===== config.mk =====
export PLATFORM = sky130hd
export DESIGN_NAME = echo_repeat
export DESIGN_NICKNAME = d
export VERILOG_FILES = /design/src/rtl/echo_pkg.sv /design/src/rtl/fifo_n_base.sv /design/src/rtl/echo_repeat.sv
export SDC_FILE = /design/constraint.sdc
export NUM_CORES = 1
export LEC_CHECK = 0
export ABC_AREA = 1
export CAP_MARGIN = 20
export CORE_MARGIN = 8
export CORE_UTILIZATION = 30
export CTS_BUF_LIST = sky130_fd_sc_hd__clkbuf_4 sky130_fd_sc_hd__clkbuf_8 sky130_fd_sc_hd__clkbuf_16
export DETAILED_ROUTE_END_ITERATION = 8
export DONT_BUFFER_PORTS = 1
export SETUP_SLACK_MARGIN = 0.05
export SLEW_MARGIN = 10
export SYNTH_ARGS = -nofsm -noshare
export SYNTH_HDL_FRONTEND = slang
export SYNTH_HIERARCHICAL = 1
export SYNTH_SLANG_ARGS = --single-unit

===== constraint.sdc =====
create_clock -name CLK -period 3.1 [get_ports CLK]
set_input_delay 0.93 -clock CLK [delete_from_list [all_inputs] [get_ports CLK]]
set_output_delay 0.93 -clock CLK [all_outputs]
set_load 0.01 [all_outputs]

===== src/rtl/echo_pkg.sv =====
// Shared types and helpers for the echo_repeat block and its FIFO.
package echo_pkg;

    localparam int WIDTH_DEF = 32;
    localparam int DEPTH_DEF = 4;
    localparam int REPW_DEF  = 4;
    localparam int SEQW_DEF  = 8;

    // One queued say request at the default widths; the top rebuilds the
    // same shape locally when its parameters differ from the defaults.
    typedef struct packed {
        logic [WIDTH_DEF-1:0] v;
        logic [REPW_DEF-1:0]  rep;
    } echo_entry_t;

    // Ceiling log2, usable in parameter and port-width expressions.
    function automatic int clog2(input int n);
        int r;
        int x;
        r = 0;
        x = n - 1;
        while (x > 0) begin
            r = r + 1;
            x = x >> 1;
        end
        return r;
    endfunction

endpackage


===== src/rtl/fifo_n_base.sv =====
// Circular buffer of DEPTH entries of type T with enq/deq/first methods.
// Storage is not reset; only the pointers and the count are.
module fifo_n_base
    import echo_pkg::*;
#(
    parameter type T         = echo_entry_t,
    parameter int  DEPTH     = DEPTH_DEF,
    localparam int AW        = clog2(DEPTH),
    localparam int CW        = clog2(DEPTH) + 1
) (
    input  logic          CLK,
    input  logic          nRST,
    input  logic          in_enq__ENA,
    input  T              in_enq_v,
    output logic          in_enq__RDY,
    input  logic          out_deq__ENA,
    output logic          out_deq__RDY,
    output T              out_first,
    output logic          out_first__RDY,
    output logic [CW-1:0] count
);

    logic [AW-1:0] wp;
    logic [AW-1:0] rp;
    logic [CW-1:0] cnt;
    T              mem [DEPTH];
    logic          enq_fire;
    logic          deq_fire;

    // Full blocks enqueue even when a dequeue fires in the same cycle, so the
    // ready path never depends on the consumer.
    assign in_enq__RDY    = (cnt != CW'(DEPTH));
    assign out_deq__RDY   = (cnt != '0);
    assign out_first__RDY = (cnt != '0);
    assign out_first      = mem[rp];
    assign count          = cnt;

    assign enq_fire = in_enq__ENA  & in_enq__RDY;
    assign deq_fire = out_deq__ENA & out_deq__RDY;

    // Pointers wrap naturally at DEPTH (power of two); count tracks occupancy.
    always_ff @(posedge CLK or negedge nRST) begin
        if (!nRST) begin
            wp  <= '0;
            rp  <= '0;
            cnt <= '0;
        end else begin
            if (enq_fire) begin
                wp <= wp + AW'(1);
            end
            if (deq_fire) begin
                rp <= rp + AW'(1);
            end
            case ({enq_fire, deq_fire})
                2'b10:   cnt <= cnt + CW'(1);
                2'b01:   cnt <= cnt - CW'(1);
                default: cnt <= cnt;
            endcase
        end
    end

    // Entry storage; contents are don't-care after reset.
    always_ff @(posedge CLK) begin
        if (enq_fire) begin
            mem[wp] <= in_enq_v;
        end
    end

endmodule


===== src/rtl/echo_repeat.sv =====
// Buffered echo: queues say requests and replays each value rep+1 times on
// the heard indication, stamping every emission with a wrapping sequence tag.
module echo_repeat
    import echo_pkg::*;
#(
    parameter int WIDTH = WIDTH_DEF,
    parameter int DEPTH = DEPTH_DEF,
    parameter int REPW  = REPW_DEF,
    parameter int SEQW  = SEQW_DEF,
    localparam int CW   = clog2(DEPTH) + 1
) (
    input  logic             CLK,
    input  logic             nRST,
    input  logic             sout_say__ENA,
    input  logic [WIDTH-1:0] sout_say_v,
    input  logic [REPW-1:0]  sout_say_rep,
    output logic             sout_say__RDY,
    output logic             ind_heard__ENA,
    output logic [WIDTH-1:0] ind_heard_v,
    output logic [SEQW-1:0]  ind_heard_seq,
    input  logic             ind_heard__RDY,
    output logic [CW-1:0]    occupancy
);

    typedef struct packed {
        logic [WIDTH-1:0] v;
        logic [REPW-1:0]  rep;
    } entry_t;

    entry_t          say_entry;
    entry_t          head;
    logic            fifo_enq_rdy;
    logic            fifo_deq_rdy;
    logic            head_valid;
    logic [CW-1:0]   fifo_count;
    logic            say_fire;
    logic            heard_fire;
    logic            last_rep;
    logic            deq_fire;
    logic [REPW-1:0] rc;
    logic [SEQW-1:0] seq;

    assign say_entry.v   = sout_say_v;
    assign say_entry.rep = sout_say_rep;

    // Ready is forced low while reset is held so nothing can be accepted
    // before the pointers are released.
    assign sout_say__RDY = nRST & fifo_enq_rdy;
    assign say_fire      = sout_say__ENA & sout_say__RDY;

    assign ind_heard__ENA = fifo_deq_rdy & ind_heard__RDY;
    assign ind_heard_v    = head_valid ? head.v : '0;
    assign ind_heard_seq  = seq;
    assign heard_fire     = ind_heard__ENA;

    // The head leaves the queue on its final repetition only.
    assign last_rep = (rc == head.rep);
    assign deq_fire = heard_fire & last_rep;

    assign occupancy = fifo_count;

    fifo_n_base #(
        .T     (entry_t),
        .DEPTH (DEPTH)
    ) u_fifo (
        .CLK            (CLK),
        .nRST           (nRST),
        .in_enq__ENA    (say_fire),
        .in_enq_v       (say_entry),
        .in_enq__RDY    (fifo_enq_rdy),
        .out_deq__ENA   (deq_fire),
        .out_deq__RDY   (fifo_deq_rdy),
        .out_first      (head),
        .out_first__RDY (head_valid),
        .count          (fifo_count)
    );

    // Repeat and sequence counters advance on every heard emission.
    always_ff @(posedge CLK or negedge nRST) begin
        if (!nRST) begin
            rc  <= '0;
            seq <= '0;
        end else if (heard_fire) begin
            seq <= seq + SEQW'(1);
            if (last_rep) begin
                rc <= '0;
            end else begin
                rc <= rc + REPW'(1);
            end
        end
    end

endmodule


# Word-level counts from Yosys, hierarchy flattened
# Memories as Yosys holds them, arrays and structs flattened.
# Index checks and enable logic that the tools add are counted.
# classes
n_addsub,6
eq_ne,4
n_mux,5
bitwise,6
reduce_logical,2
# ops
op,count
two-way mux 32 bit,1
"adder 8 x 1 -> 8 bit, second input constant",1
bitwise AND 1 bit,6
one-hot mux 3 bit (2 select lines),1
"adder 2 x 1 -> 2 bit, second input constant",2
"adder 4 x 1 -> 4 bit, second input constant",1
equality test 4 bit,1
two-way mux 4 bit,1
"adder 3 x 1 -> 3 bit, second input constant",1
"inequality test 3 bit, second input constant",1
nonzero test 3 bit,1
"subtractor 3 x 1 -> 3 bit, second input constant",1
"equality test 2 x 1 -> 1 bit, second input constant",1
"equality test 2 bit, second input constant",1
two-way mux 1 bit,2
nonzero test 2 bit,1
# word_totals
regBits,19
ram_bits,144
in_bits,40
out_inout_bits,45
word_cells,29
n_memories,1
# mem_list
memory,depth,width,read_ports,rd_ports_with_merged_regs,wr,line_no,source
u_fifo.mem,4,36,1,0,1,fifo_n_base.sv:26,T mem [DEPTH];

# Longest topological paths before layout
# depth
depth_word,6
depth_mapped,21
mapped_depth_nobuf,20

# Hierarchy
# The synthesis kept the hierarchy.
# by_module_without_submodules
mod,n_inst,cells_each,area_each_um2,seq_area_each_um2
fifo_n_base,1,479,6190.9,4499.3
echo_repeat,1,163,952.2,300.3

# Worst setup path before layout
# OpenSTA, ideal clock, no wires.
# synth_path
kind,in2reg
from,input nRST
to,memory u_fifo/mem[0][0] (netlist bit) (enable)
setup_time_ns,0.429
arrival_time_ns,2.833
required_time_ns,2.671
slack_ns,-0.162
path_stages,4
n_path_buf,0
cell_sequence,nand2_1 -> nor2_1 -> nand2_1 -> nor2_1
# synth_via
elab_chain_cells,5
# synth_rtl
item,line_no,source
from (decl),echo_repeat.sv:13,"input logic nRST,"
bitwise AND 1 bit,echo_repeat.sv:48,assign sout_say__RDY = nRST & fifo_enq_rdy;
bitwise AND 1 bit,echo_repeat.sv:49,assign say_fire = sout_say__ENA & sout_say__RDY;
net say_fire,echo_repeat.sv:36,logic say_fire;
bitwise AND 1 bit,fifo_n_base.sv:38,assign enq_fire = in_enq__ENA & in_enq__RDY;
two-way mux 1 bit,fifo_n_base.sv:64,if (enq_fire) begin
two-way mux 1 bit (implied by the code),fifo_n_base.sv:65,mem[wp] <= in_enq_v;
to (decl),fifo_n_base.sv:26,
# The timed path passes the listed nets, and every way through them passes these cells.

==> flow_metrics.tcl <==
set metrics [dict create \
    status "complete, no violations" \
    avgViaCountPerCell 4.23 \
    gp_congestion 0.742 \
    num-fill-cells 2295 \
    grt_max_degree 57 \
    clockBufferDepth 2 \
    final_cell_mix "194 x nand2_1, 144 x edfxtp_1, 131 x inv_1" \
    worstMarginPinSlew_ns 0.373 \
    timing.fmax_mhz 351 \
    final_util_pct 35.1 \
    required_ns 2.17 \
    nets 699 \
    dp_hpwl_um 9210 \
    finalWirelength_um 14000 \
    core_area_sq_um 23400 \
    intPower_mw 4.74 \
    dr_wl_met3_um 1010 \
    p_total_mw 7.37 \
    clkTransAtPathRegs_ns 0.07 \
    leakage_nw 3.56 \
    cp_slowest_cell "dfrtp_1" \
    grt_overflow 0 \
    cp_common_cell "nand2_1" \
    ioPinCount 85 \
    path_buf_inv 3 \
    synth-seq-cells 163 \
    fp.dieH_um 170 \
    drcViolationCount 0 \
    max-cap-violations 0 \
    placedCellCount 951 \
    drv_slew 0 \
    worstSetupPathType "reg2out" \
    vdd_drop_max_v 0.000357 \
    drt-met1-wl_um 6530 \
    synthTopCellsByArea "edfxtp_1 61%, nand2_1 10%, inv_1 6.9%" \
    syn-num-nets 690 \
    grt_pass1_wl_um 22300 \
    root_buffer "clkbuf_16" \
    ys_types 25 \
    syn_to_final_growth_pct 15.1 \
    hold_viol_final 0 \
    rows 56 \
    switchingPower_mw 2.63 \
    syn-cell-area_sq_um 7140 \
    p_comb_share_pct 29.6 \
    setup_viol 0 \
    top_layer "met4" \
    die_area_sq_um 29000 \
    htreeDepth 4 \
    drtIter0Drc 267 \
    switching_share_pct 35.7 \
    wl_met2_um 6300 \
    synth_cells 642 \
    layout_min_cycle_time_ns 2.85 \
    die_w_um 170 \
    tns_ns 0 \
    vias 4163 \
    powerDensity_nw_per_um2 897 \
    final_cells 983 \
    seq_area_sq_um 4800 \
    cp_data_arrival_time_ns 1.92 \
    multiInputGateArea_sq_um 1690 \
    wl_per_cell_um 14.2 \
    cts_buffers 17 \
    post-route-period-util_pct 91.9 \
    clk_latency_ns 0.42 \
    max_stage_delay_ns 0.42 \
    start_util_pct 30.5 \
    power_frac_seq_pct 39.5 \
    post_cts_buffers 0 \
    synth_top_area_share_pct 60.5 \
    ys_seq_area_share_pct 67.2 \
    synth_top_area_cell "edfxtp_1" \
    crit_family "buffers and inverters" \
    finClkSkew_ns 0.00982 \
    cts_tree "done" \
    critPathMaxFanout 32 \
    endpoint_kind "primary output" \
    io_buffers 0 \
    hp-class "in2async" \
    rsz0062_at_grt "false" \
    ant_nets 0 \
    antenna_found_initial 0 \
    cp-start-kind "register" \
    first_global_vias 4035 \
    drtPass1Iterations 4 \
    n_antenna_cell 0 \
    crit_chain "inv_4, buf_6, nand2_1, o211ai_1, nand2_1, nand2_1, inv_1" \
    drive_gt1_share_pct 11.4 \
    track_usage_pct 10.1 \
    clock_power_share_pct 30.9 \
    hold-worst-slack_ns 0.197 \
    relSlewSlack_pct 75.1 \
    yosysWarnings 6 \
    final_common_cell "nand2_1" \
    synth.avg_cell_area_sq_um 11.1 \
    cts_num_sinks 163 \
]
## layout make-up
class                      instances  share of cell area, %
clock buffer                      17                   5.17
timing repair buffer              16                   1.96
inverter                         140                   6.45
sequential                       163                   58.4
clock inverter                    15                   2.60
tap                              319                   4.85
multi-input combinational        313                   20.6
## kinds of logic after synthesis
family | Yosys count | synth area share, %
xor gates and xnor gates | 7 | 0.858
adders and majority gates | 8 | 1.51
DFF | 163 | 67.2
AOI/OAI and AO/OA | 73 | 8.34
buffers and inverters | 166 | 9.63
and+or+nand+nor | 225 | 12.5
## synthesized netlist by cell type (all sizes together)
cell / n
nand2: 195
edfxtp: 144
inv: 140
o211ai: 72
dfrtp: 19
buf: 18
nor2: 15
nand3: 11
clkbuf: 8
ha: 7
xor2: 5
nor3: 2
xnor2: 2
fa: 1
nand3b: 1
nand4: 1
o21ai: 1
## sequential cells by signal (all words and copies together) (netlist names)
register	flops
u_fifo/mem	144
ind_heard_seq	8
rc	4
u_fifo/count	3
u_fifo/rp	2
u_fifo/wp	2
## worst register-to-register path, delay by kind of cell, from the launching register on
| family | cells | cell delay (ns) |
|---|---|---|
| AND/OR/NAND/NOR | 11 | 0.96 |
| buffers and inverters | 4 | 0.55 |
| adder cells (fa/ha/maj) | 2 | 0.53 |
| flip-flops | 1 | 0.42 |
| AO/OA/AOI/OAI | 1 | 0.09 |
## stage by stage
step | setup WS (ns) | instance area, sq um
after global routing | 0.0674 | 8220
after CTS | 0.112 | 8210
after detailed placement | 0.454 | 7570
final | 0.251 | 8220
after floorplan | -0.162 | 7140
after global placement | 0.509 | 7570
## path summary, 6_finish.rpt
path | start | to | slack [ns] | cells past startpoint
worst max-delay path | u_fifo/rp[0]$_DFFE_PN0P_ | ind_heard_v[26] | 0.25 | 7
worst min-delay path | nRST | ind_heard_seq[6]$_DFFE_PN0P_ | 0.20 | 0
worst max register to register | u_fifo/rp[0]$_DFFE_PN0P_ | u_fifo/count[2]$_DFFE_PN0P_ | 0.45 | 18
worst min register to register | u_fifo/wp[1]$_DFFE_PN0P_ | u_fifo/wp[1]$_DFFE_PN0P_ | 0.55 | 2
max in group asynchronous | nRST | u_fifo/rp[1]$_DFFE_PN0P_ | 2.82 | 0
min in group CLK | u_fifo/wp[1]$_DFFE_PN0P_ | u_fifo/wp[1]$_DFFE_PN0P_ | 0.55 | 2
## layer usage
layer  track usage, %  up-vias
met4             3.20        0
li1                 -     2116
met5                0        -
met2             16.0       79
met3             3.99       10
met1             12.6     1958
## power groups by stage
| stage | logic, mW | registers (mW) | clock network (mW) |
|---|---|---|---|
| final | 2.19 | 2.91 | 2.28 |
| after global routing | 2.53 | 2.95 | 2.43 |
| after CTS | 2.24 | 2.92 | 2.35 |
| after detailed placement | 2.23 | 2.96 | 0 |
| after global placement | 2.19 | 2.95 | 0 |
| after floorplan | 1.74 | 2.92 | 0 |
## timing repair
action,CTS,global route
hold endpoints to repair,0,0
hold buffers,0,0
cloned,0,0
endpoints found under the setup margin,14,19
resized for setup,1,4
Note: power is estimated with default switching activity, not from simulation.
